<file path="src/rtl/sub_word_mem_if.sv">
// Bundle of the CPU-side request/response signals and the word-memory port of
// the load/store alignment unit.
//   CPU side : req, we, size, uns, addr, wdata -> unit; busy, done, err, rdata <- unit
//   Mem side : mem_req, mem_we, mem_addr, mem_wdata <- unit; mem_ack, mem_rdata -> unit
// Modports:
//   slave  - the alignment unit itself
//   master - the environment (requesting core plus memory responder)
interface sub_word_mem_if #(
    parameter int unsigned ADDR_W = 32
) ();
    logic              req;
    logic              we;
    logic [1:0]        size;
    logic              uns;
    logic [ADDR_W-1:0] addr;
    logic [31:0]       wdata;
    logic              busy;
    logic              done;
    logic              err;
    logic [31:0]       rdata;
    logic              mem_req;
    logic              mem_we;
    logic [ADDR_W-1:0] mem_addr;
    logic [31:0]       mem_wdata;
    logic              mem_ack;
    logic [31:0]       mem_rdata;

    modport slave (
        input  req, we, size, uns, addr, wdata, mem_ack, mem_rdata,
        output busy, done, err, rdata, mem_req, mem_we, mem_addr, mem_wdata
    );

    modport master (
        output req, we, size, uns, addr, wdata, mem_ack, mem_rdata,
        input  busy, done, err, rdata, mem_req, mem_we, mem_addr, mem_wdata
    );
endinterface

</file>
<file path="src/rtl/sub_word_mem.sv">
// Load/store alignment unit between the core's memory stage and a 32-bit
// word-addressed data memory. Loads become one word read with lane extraction
// and sign/zero extension; word stores become one write; byte/half stores are
// read-modify-write. Misaligned accesses and the reserved size finish at once
// with err and no memory traffic.
// Ports:
//   clk, rst_n - clock (rising edge) and asynchronous active-low reset
//   bus        - sub_word_mem_if.slave: CPU request/response and memory port
module sub_word_mem #(
    parameter int unsigned ADDR_W = 32
) (
    input logic           clk,
    input logic           rst_n,
    sub_word_mem_if.slave bus
);
    localparam int unsigned DATA_W  = 32;
    localparam logic [1:0]  SZ_WORD = 2'b00;
    localparam logic [1:0]  SZ_HALF = 2'b01;
    localparam logic [1:0]  SZ_BYTE = 2'b10;

    typedef enum logic [1:0] {IDLE, RD, WR, DONE} state_t;

    state_t state, state_next;

    // Request fields captured at accept time
    logic        lat_we,    lat_we_next;
    logic [1:0]  lat_size,  lat_size_next;
    logic        lat_uns,   lat_uns_next;
    logic [1:0]  lat_off,   lat_off_next;
    logic [15:0] lat_wdata, lat_wdata_next;

    logic              busy_q, done_q, err_q, mem_req_q, mem_we_q;
    logic              err_next;
    logic [DATA_W-1:0] rdata_q, rdata_next;
    logic [DATA_W-1:0] mem_wdata_q, mem_wdata_next;
    logic [ADDR_W-1:0] mem_addr_q, mem_addr_next;
    logic              bad_c;

    // Pick the addressed lane and extend it to a full word
    function automatic logic [DATA_W-1:0] lane_extract(
        input logic [DATA_W-1:0] word,
        input logic [1:0]        sz,
        input logic              zext,
        input logic [1:0]        off
    );
        logic [7:0]        b;
        logic [15:0]       h;
        logic [DATA_W-1:0] r;
        b = word[{off, 3'b000} +: 8];
        h = word[{off[1], 4'b0000} +: 16];
        case (sz)
            SZ_BYTE: r = {{24{b[7] & ~zext}}, b};
            SZ_HALF: r = {{16{h[15] & ~zext}}, h};
            default: r = word;
        endcase
        return r;
    endfunction

    // Overwrite the addressed lane of the word read back from memory
    function automatic logic [DATA_W-1:0] lane_merge(
        input logic [DATA_W-1:0] word,
        input logic [1:0]        sz,
        input logic [1:0]        off,
        input logic [15:0]       data
    );
        logic [DATA_W-1:0] r;
        r = word;
        if (sz == SZ_BYTE) begin
            r[{off, 3'b000} +: 8] = data[7:0];
        end else begin
            r[{off[1], 4'b0000} +: 16] = data;
        end
        return r;
    endfunction

    // Reserved size or address not a multiple of the access size
    always_comb begin
        case (bus.size)
            SZ_WORD: bad_c = (bus.addr[1:0] != 2'b00);
            SZ_HALF: bad_c = bus.addr[0];
            SZ_BYTE: bad_c = 1'b0;
            default: bad_c = 1'b1;
        endcase
    end

    // Next-state and next-register values
    always_comb begin
        state_next     = state;
        lat_we_next    = lat_we;
        lat_size_next  = lat_size;
        lat_uns_next   = lat_uns;
        lat_off_next   = lat_off;
        lat_wdata_next = lat_wdata;
        rdata_next     = rdata_q;
        mem_addr_next  = mem_addr_q;
        mem_wdata_next = mem_wdata_q;
        err_next       = 1'b0;

        case (state)
            IDLE: begin
                if (bus.req) begin
                    lat_we_next    = bus.we;
                    lat_size_next  = bus.size;
                    lat_uns_next   = bus.uns;
                    lat_off_next   = bus.addr[1:0];
                    lat_wdata_next = bus.wdata[15:0];
                    if (bad_c) begin
                        err_next   = 1'b1;
                        state_next = DONE;
                    end else begin
                        mem_addr_next = {bus.addr[ADDR_W-1:2], 2'b00};
                        if (bus.we && (bus.size == SZ_WORD)) begin
                            mem_wdata_next = bus.wdata;
                            state_next     = WR;
                        end else begin
                            state_next = RD;
                        end
                    end
                end
            end
            RD: begin
                if (bus.mem_ack) begin
                    if (lat_we) begin
                        mem_wdata_next = lane_merge(bus.mem_rdata, lat_size, lat_off, lat_wdata);
                        state_next     = WR;
                    end else begin
                        rdata_next = lane_extract(bus.mem_rdata, lat_size, lat_uns, lat_off);
                        state_next = DONE;
                    end
                end
            end
            WR: begin
                if (bus.mem_ack) begin
                    state_next = DONE;
                end
            end
            DONE: begin
                state_next = IDLE;
            end
            default: begin
                state_next = IDLE;
            end
        endcase
    end

    // State and registered outputs; status flags track the state being entered
    always_ff @(posedge clk or negedge rst_n) begin
        if (!rst_n) begin
            state       <= IDLE;
            lat_we      <= 1'b0;
            lat_size    <= 2'b00;
            lat_uns     <= 1'b0;
            lat_off     <= 2'b00;
            lat_wdata   <= 16'h0000;
            busy_q      <= 1'b0;
            done_q      <= 1'b0;
            err_q       <= 1'b0;
            mem_req_q   <= 1'b0;
            mem_we_q    <= 1'b0;
            rdata_q     <= '0;
            mem_addr_q  <= '0;
            mem_wdata_q <= '0;
        end else begin
            state       <= state_next;
            lat_we      <= lat_we_next;
            lat_size    <= lat_size_next;
            lat_uns     <= lat_uns_next;
            lat_off     <= lat_off_next;
            lat_wdata   <= lat_wdata_next;
            busy_q      <= (state_next != IDLE);
            done_q      <= (state_next == DONE);
            err_q       <= err_next;
            mem_req_q   <= (state_next == RD) || (state_next == WR);
            mem_we_q    <= (state_next == WR);
            rdata_q     <= rdata_next;
            mem_addr_q  <= mem_addr_next;
            mem_wdata_q <= mem_wdata_next;
        end
    end

    assign bus.busy      = busy_q;
    assign bus.done      = done_q;
    assign bus.err       = err_q;
    assign bus.rdata     = rdata_q;
    assign bus.mem_req   = mem_req_q;
    assign bus.mem_we    = mem_we_q;
    assign bus.mem_addr  = mem_addr_q;
    assign bus.mem_wdata = mem_wdata_q;
endmodule

</file>
<file path="src/flat_wrapper.sv">
// flat-port wrapper written by rule: the top's interface ports become plain ports
module sub_word_mem_flat 
#(
    parameter int unsigned ADDR_W = 32
)
  (clk, rst_n, bus_req, bus_we, bus_size, bus_uns, bus_addr, bus_wdata, bus_mem_ack, bus_mem_rdata, bus_busy, bus_done, bus_err, bus_rdata, bus_mem_req, bus_mem_we, bus_mem_addr, bus_mem_wdata);
  sub_word_mem_if #(.ADDR_W(ADDR_W)) bus_i ();
  input logic clk;
  input logic rst_n;
  input wire logic [$bits(bus_i.req)-1:0] bus_req;
  input wire logic [$bits(bus_i.we)-1:0] bus_we;
  input wire logic [$bits(bus_i.size)-1:0] bus_size;
  input wire logic [$bits(bus_i.uns)-1:0] bus_uns;
  input wire logic [$bits(bus_i.addr)-1:0] bus_addr;
  input wire logic [$bits(bus_i.wdata)-1:0] bus_wdata;
  input wire logic [$bits(bus_i.mem_ack)-1:0] bus_mem_ack;
  input wire logic [$bits(bus_i.mem_rdata)-1:0] bus_mem_rdata;
  output wire logic [$bits(bus_i.busy)-1:0] bus_busy;
  output wire logic [$bits(bus_i.done)-1:0] bus_done;
  output wire logic [$bits(bus_i.err)-1:0] bus_err;
  output wire logic [$bits(bus_i.rdata)-1:0] bus_rdata;
  output wire logic [$bits(bus_i.mem_req)-1:0] bus_mem_req;
  output wire logic [$bits(bus_i.mem_we)-1:0] bus_mem_we;
  output wire logic [$bits(bus_i.mem_addr)-1:0] bus_mem_addr;
  output wire logic [$bits(bus_i.mem_wdata)-1:0] bus_mem_wdata;
  assign bus_i.req = bus_req;
  assign bus_i.we = bus_we;
  assign bus_i.size = bus_size;
  assign bus_i.uns = bus_uns;
  assign bus_i.addr = bus_addr;
  assign bus_i.wdata = bus_wdata;
  assign bus_i.mem_ack = bus_mem_ack;
  assign bus_i.mem_rdata = bus_mem_rdata;
  assign bus_busy = bus_i.busy;
  assign bus_done = bus_i.done;
  assign bus_err = bus_i.err;
  assign bus_rdata = bus_i.rdata;
  assign bus_mem_req = bus_i.mem_req;
  assign bus_mem_we = bus_i.mem_we;
  assign bus_mem_addr = bus_i.mem_addr;
  assign bus_mem_wdata = bus_i.mem_wdata;
  sub_word_mem #(.ADDR_W(ADDR_W)) u_core (.clk(clk), .rst_n(rst_n), .bus(bus_i));
endmodule
</file>
<file path="config.mk">
export PLATFORM = sky130hd
export DESIGN_NAME = sub_word_mem_flat
export DESIGN_NICKNAME = d
export VERILOG_FILES = /design/src/rtl/sub_word_mem_if.sv /design/src/rtl/sub_word_mem.sv /design/src/flat_wrapper.sv
export SDC_FILE = /design/constraint.sdc
export NUM_CORES = 1
export LEC_CHECK = 0
export CAP_MARGIN = 20
export CORE_UTILIZATION = 47
export CTS_CLUSTER_DIAMETER = 100
export DETAILED_ROUTE_END_ITERATION = 12
export PLACE_DENSITY = 0.81
export SYNTH_ARGS = -nofsm -noshare
export SYNTH_HDL_FRONTEND = slang
export SYNTH_SLANG_ARGS = --single-unit
</file>
<file path="constraint.sdc">
create_clock -name clk -period 3.1 [get_ports clk]
set_clock_uncertainty 0.1 [all_clocks]
set_input_delay 0.62 -clock clk [delete_from_list [all_inputs] [get_ports clk]]
set_output_delay 0.62 -clock clk [all_outputs]
set_load 0.005 [all_outputs]
</file>
==> results.yml <==
run_status:
  status: "finished, final reports clean"
synth:
  async_flop_share_pct: 100
  syn-mean-instance-area_sq_um: 10.3
  syn_area_sq_um: 6380
  yosys_warnings: 0
  ys_seq_elements: 123
  seq_area_frac_synth_pct: 48.3
  synth_cell_types: 45
  synthCells: 620
  synth_flop_cell: "dfrtp_1"
  synth_edf_count: 0
power:
  seqPwrFrac_pct: 31.9
  power_leakage_nw: 3.87
  switching_share_pct: 36.1
  powerDensity_nw_per_um2: 1020
  irDropWorstVdd_mv: 0.458
  p_switching_mw: 3.37
  pwr-share-clk_pct: 21.3
  p_int_mw: 5.97
  combPwrFrac_pct: 46.8
drt:
  via_count: 6021
  drt_iter0_drc: 584
  firstDrtPassIters: 5
  avgRoutedWirePerCell_um: 21.0
  drt_wl_total_um: 21000
  antenna_left: 0
  drc: 0
  avgViaCountPerCell: 6.03
sta:
  drv_slew: 0
  final_hold_viol_count: 0
  tightest_slew_ps: 614
  final.setup.tns_ps: 0
  min_period_ps: 2460
  maxSlewHeadroom_pct: 59.0
  rsz0062_at_grt: "false"
  fmax_mhz: 406
  finalCritPeriodShare_pct: 79.4
  setup_viol: 0
run:
  drv_cap: 0
finish:
  diodes: 0
  utilization_pct: 68.9
  area_delta_synth_final_pct: 43.1
  nNetsFinal: 922
  fillers: 976
  drive_gt1_share_pct: 16.5
clocking:
  ctsLongestPathBuffers: 2
  cts-resized-gates: 0
  cts.sinks: 123
  cts-buffers-inserted: 17
  post-cts-setup-buffer-count: 0
  hold_buffers: 0
  clk_pin_slew_ps: 50
  clkLatencyLatePin_ps: 420
  ctsRootBufferMaster: "clkbuf_16"
  cts_tree: "yes"
  htreeDepth: 4
die:
  initial_utilization_pct: 48.1
  dieArea_sq_um: 14000
  ios: 205
  coreArea_sq_um: 13200
  die_x_um: 118
  chipHeight_um: 118
  row_count: 42
worst_hold_path:
  min_path_type: "in -> async"
global_route:
  grt_antenna_before_repair: 0
  grt.total_usage_pct: 30.4
  grt_pass1_vias: 6046
  gr-total-overflow: 0
  grt_pass1_wl_um: 33000
  grt_start_max_net_pins: 65
critical_path:
  cp.arrival_ps: 2670
  worstPathCellList: "buf_4, ha_1, clkinv_1, nor4b_4, a221oi_1, o31ai_1"
  worstSetupStartpointType: "register"
  worst-path-max-fanout: 30
  path_delay_family: "buffers and inverters"
  end_kind: "register"
  r2r_start: "u_core.lat_off[1]"
  worstSetupPathType: "reg -> reg"
  critPathSlowestCell: "nor4b_4"
  worstSetupStartpoint: "u_core.lat_off[1]"
  required_ps: 3310
  path_buf_inv: 2
  critical-path-max-stage-delay_ps: 550
placed_design:
  dp_hpwl_um: 15000
  gp_congestion: 0.921
  numPortBuffers: 202
Yosys cell counts (all sizes together), types with 6 or more instances:
master,instances,area (sq um)
nor2b,6,37.5
nor2,21,78.8
buf,31,174
dfrtp,123,3080
a21oi,33,206
o22ai,31,194
ha,8,100
clkbuf,15,56.3
nand2,126,475
a221oi,31,272
mux2,70,796
inv,14,52.6
o31ai,32,240
o21ai,26,130
a22oi,8,60.1
a221o,8,80.1
a211oi,8,60.1
power by group through the flow:
stage	sequential [mW]	clock (mW)	combinational, mW
2_1_floorplan	2.87	0	2.35
3_3_place_gp	2.94	0	4.19
3_5_place_dp	2.99	0	4.31
4_1_cts	2.97	2.00	4.35
5_1_grt	3.07	2.09	4.71
6_report	2.98	1.99	4.37
kinds of logic after synthesis:
group / synth area share (%)
buf+inv: 4.55
compound gates: 21.2
mux: 13.0
other cells: 0.0588
simple gates: 11.4
fa+ha+maj: 1.57
flops: 48.3
path summary, 6_finish.rpt:
| check | to | slack (ps) | cells after the start |
|---|---|---|---|
| worst max-delay path | u_core.bus.mem_wdata[28] | 640 | 6 |
| worst min-delay path | u_core.bus.mem_addr[30] | 70 | 1 |
| worst max register to register | u_core.bus.mem_wdata[28] | 640 | 6 |
| worst min register to register | u_core.bus.mem_wdata[5] | 390 | 2 |
| max in group asynchronous | u_core.lat_off[1] | 2020 | 2 |
| min in group clk | u_core.bus.mem_wdata[5] | 390 | 2 |
sequential cells by signal (all words and copies together) (netlist names), 2 cells and up:
name                  count
u_core.bus.rdata         32
u_core.state              2
u_core.lat_off            2
u_core.lat_size           2
u_core.bus.mem_addr      30
u_core.lat_wdata         16
u_core.bus.mem_wdata     32
final cells by class:
| cell class | instances | area (sq um) | area share [%] |
|---|---|---|---|
| Clock buffer | 23 | 468 | 5.13 |
| Sequential cell | 123 | 3080 | 33.7 |
| Timing Repair Buffer | 216 | 2150 | 23.6 |
| Clock inverter | 8 | 118 | 1.29 |
| Tap cell | 176 | 220 | 2.41 |
| Inverter | 16 | 60.1 | 0.658 |
| Multi-Input combinational cell | 436 | 3030 | 33.2 |
metrics by stage:
stage | cells | power [mW] | hold WS (ps) | cell area, sq um | worst slack [ps]
floorplan | 621 | 5.22 | 224 | 6380 | 927
global placement | 967 | 7.13 | 370 | 8540 | 522
detailed placement | 967 | 7.30 | 374 | 8540 | 463
CTS | 998 | 9.33 | 81.2 | 9130 | 675
global route | 998 | 9.86 | 101 | 9130 | 509
finish | 998 | 9.34 | 65.1 | 9130 | 638
metal layers:
| layer | global-route usage (%) | routed length (um) | vias to the layer above |
|---|---|---|---|
| li1 | - | - | 2664 |
| met1 | 39.6 | 8400 | 2940 |
| met2 | 48.3 | 10100 | 346 |
| met3 | 6.47 | 1710 | 71 |
| met4 | 14.4 | 770 | 0 |
| met5 | 0 | 0 | - |
cell usage in the layout (no fill, tap or decap), drive strengths merged, types with 2 or more instances in the layout:
cell	synthesis	routed
and2	2	2
and4	2	2
a22oi	8	8
nor2	21	21
a21o	4	4
a221o	8	8
nand2	126	126
nand2b	2	2
mux2	70	70
o21ai	26	26
nor2b	6	6
ha	8	8
bufinv	0	3
clkbuf	15	23
clkinv	2	6
clkdlybuf4s50	0	201
dfrtp	123	123
o22ai	31	31
buf	31	15
o31ai	32	32
a221oi	31	31
conb	1	2
a211oi	8	8
inv	14	14
a31oi	4	4
a21oi	33	33
(Power assumes the default switching activity.)
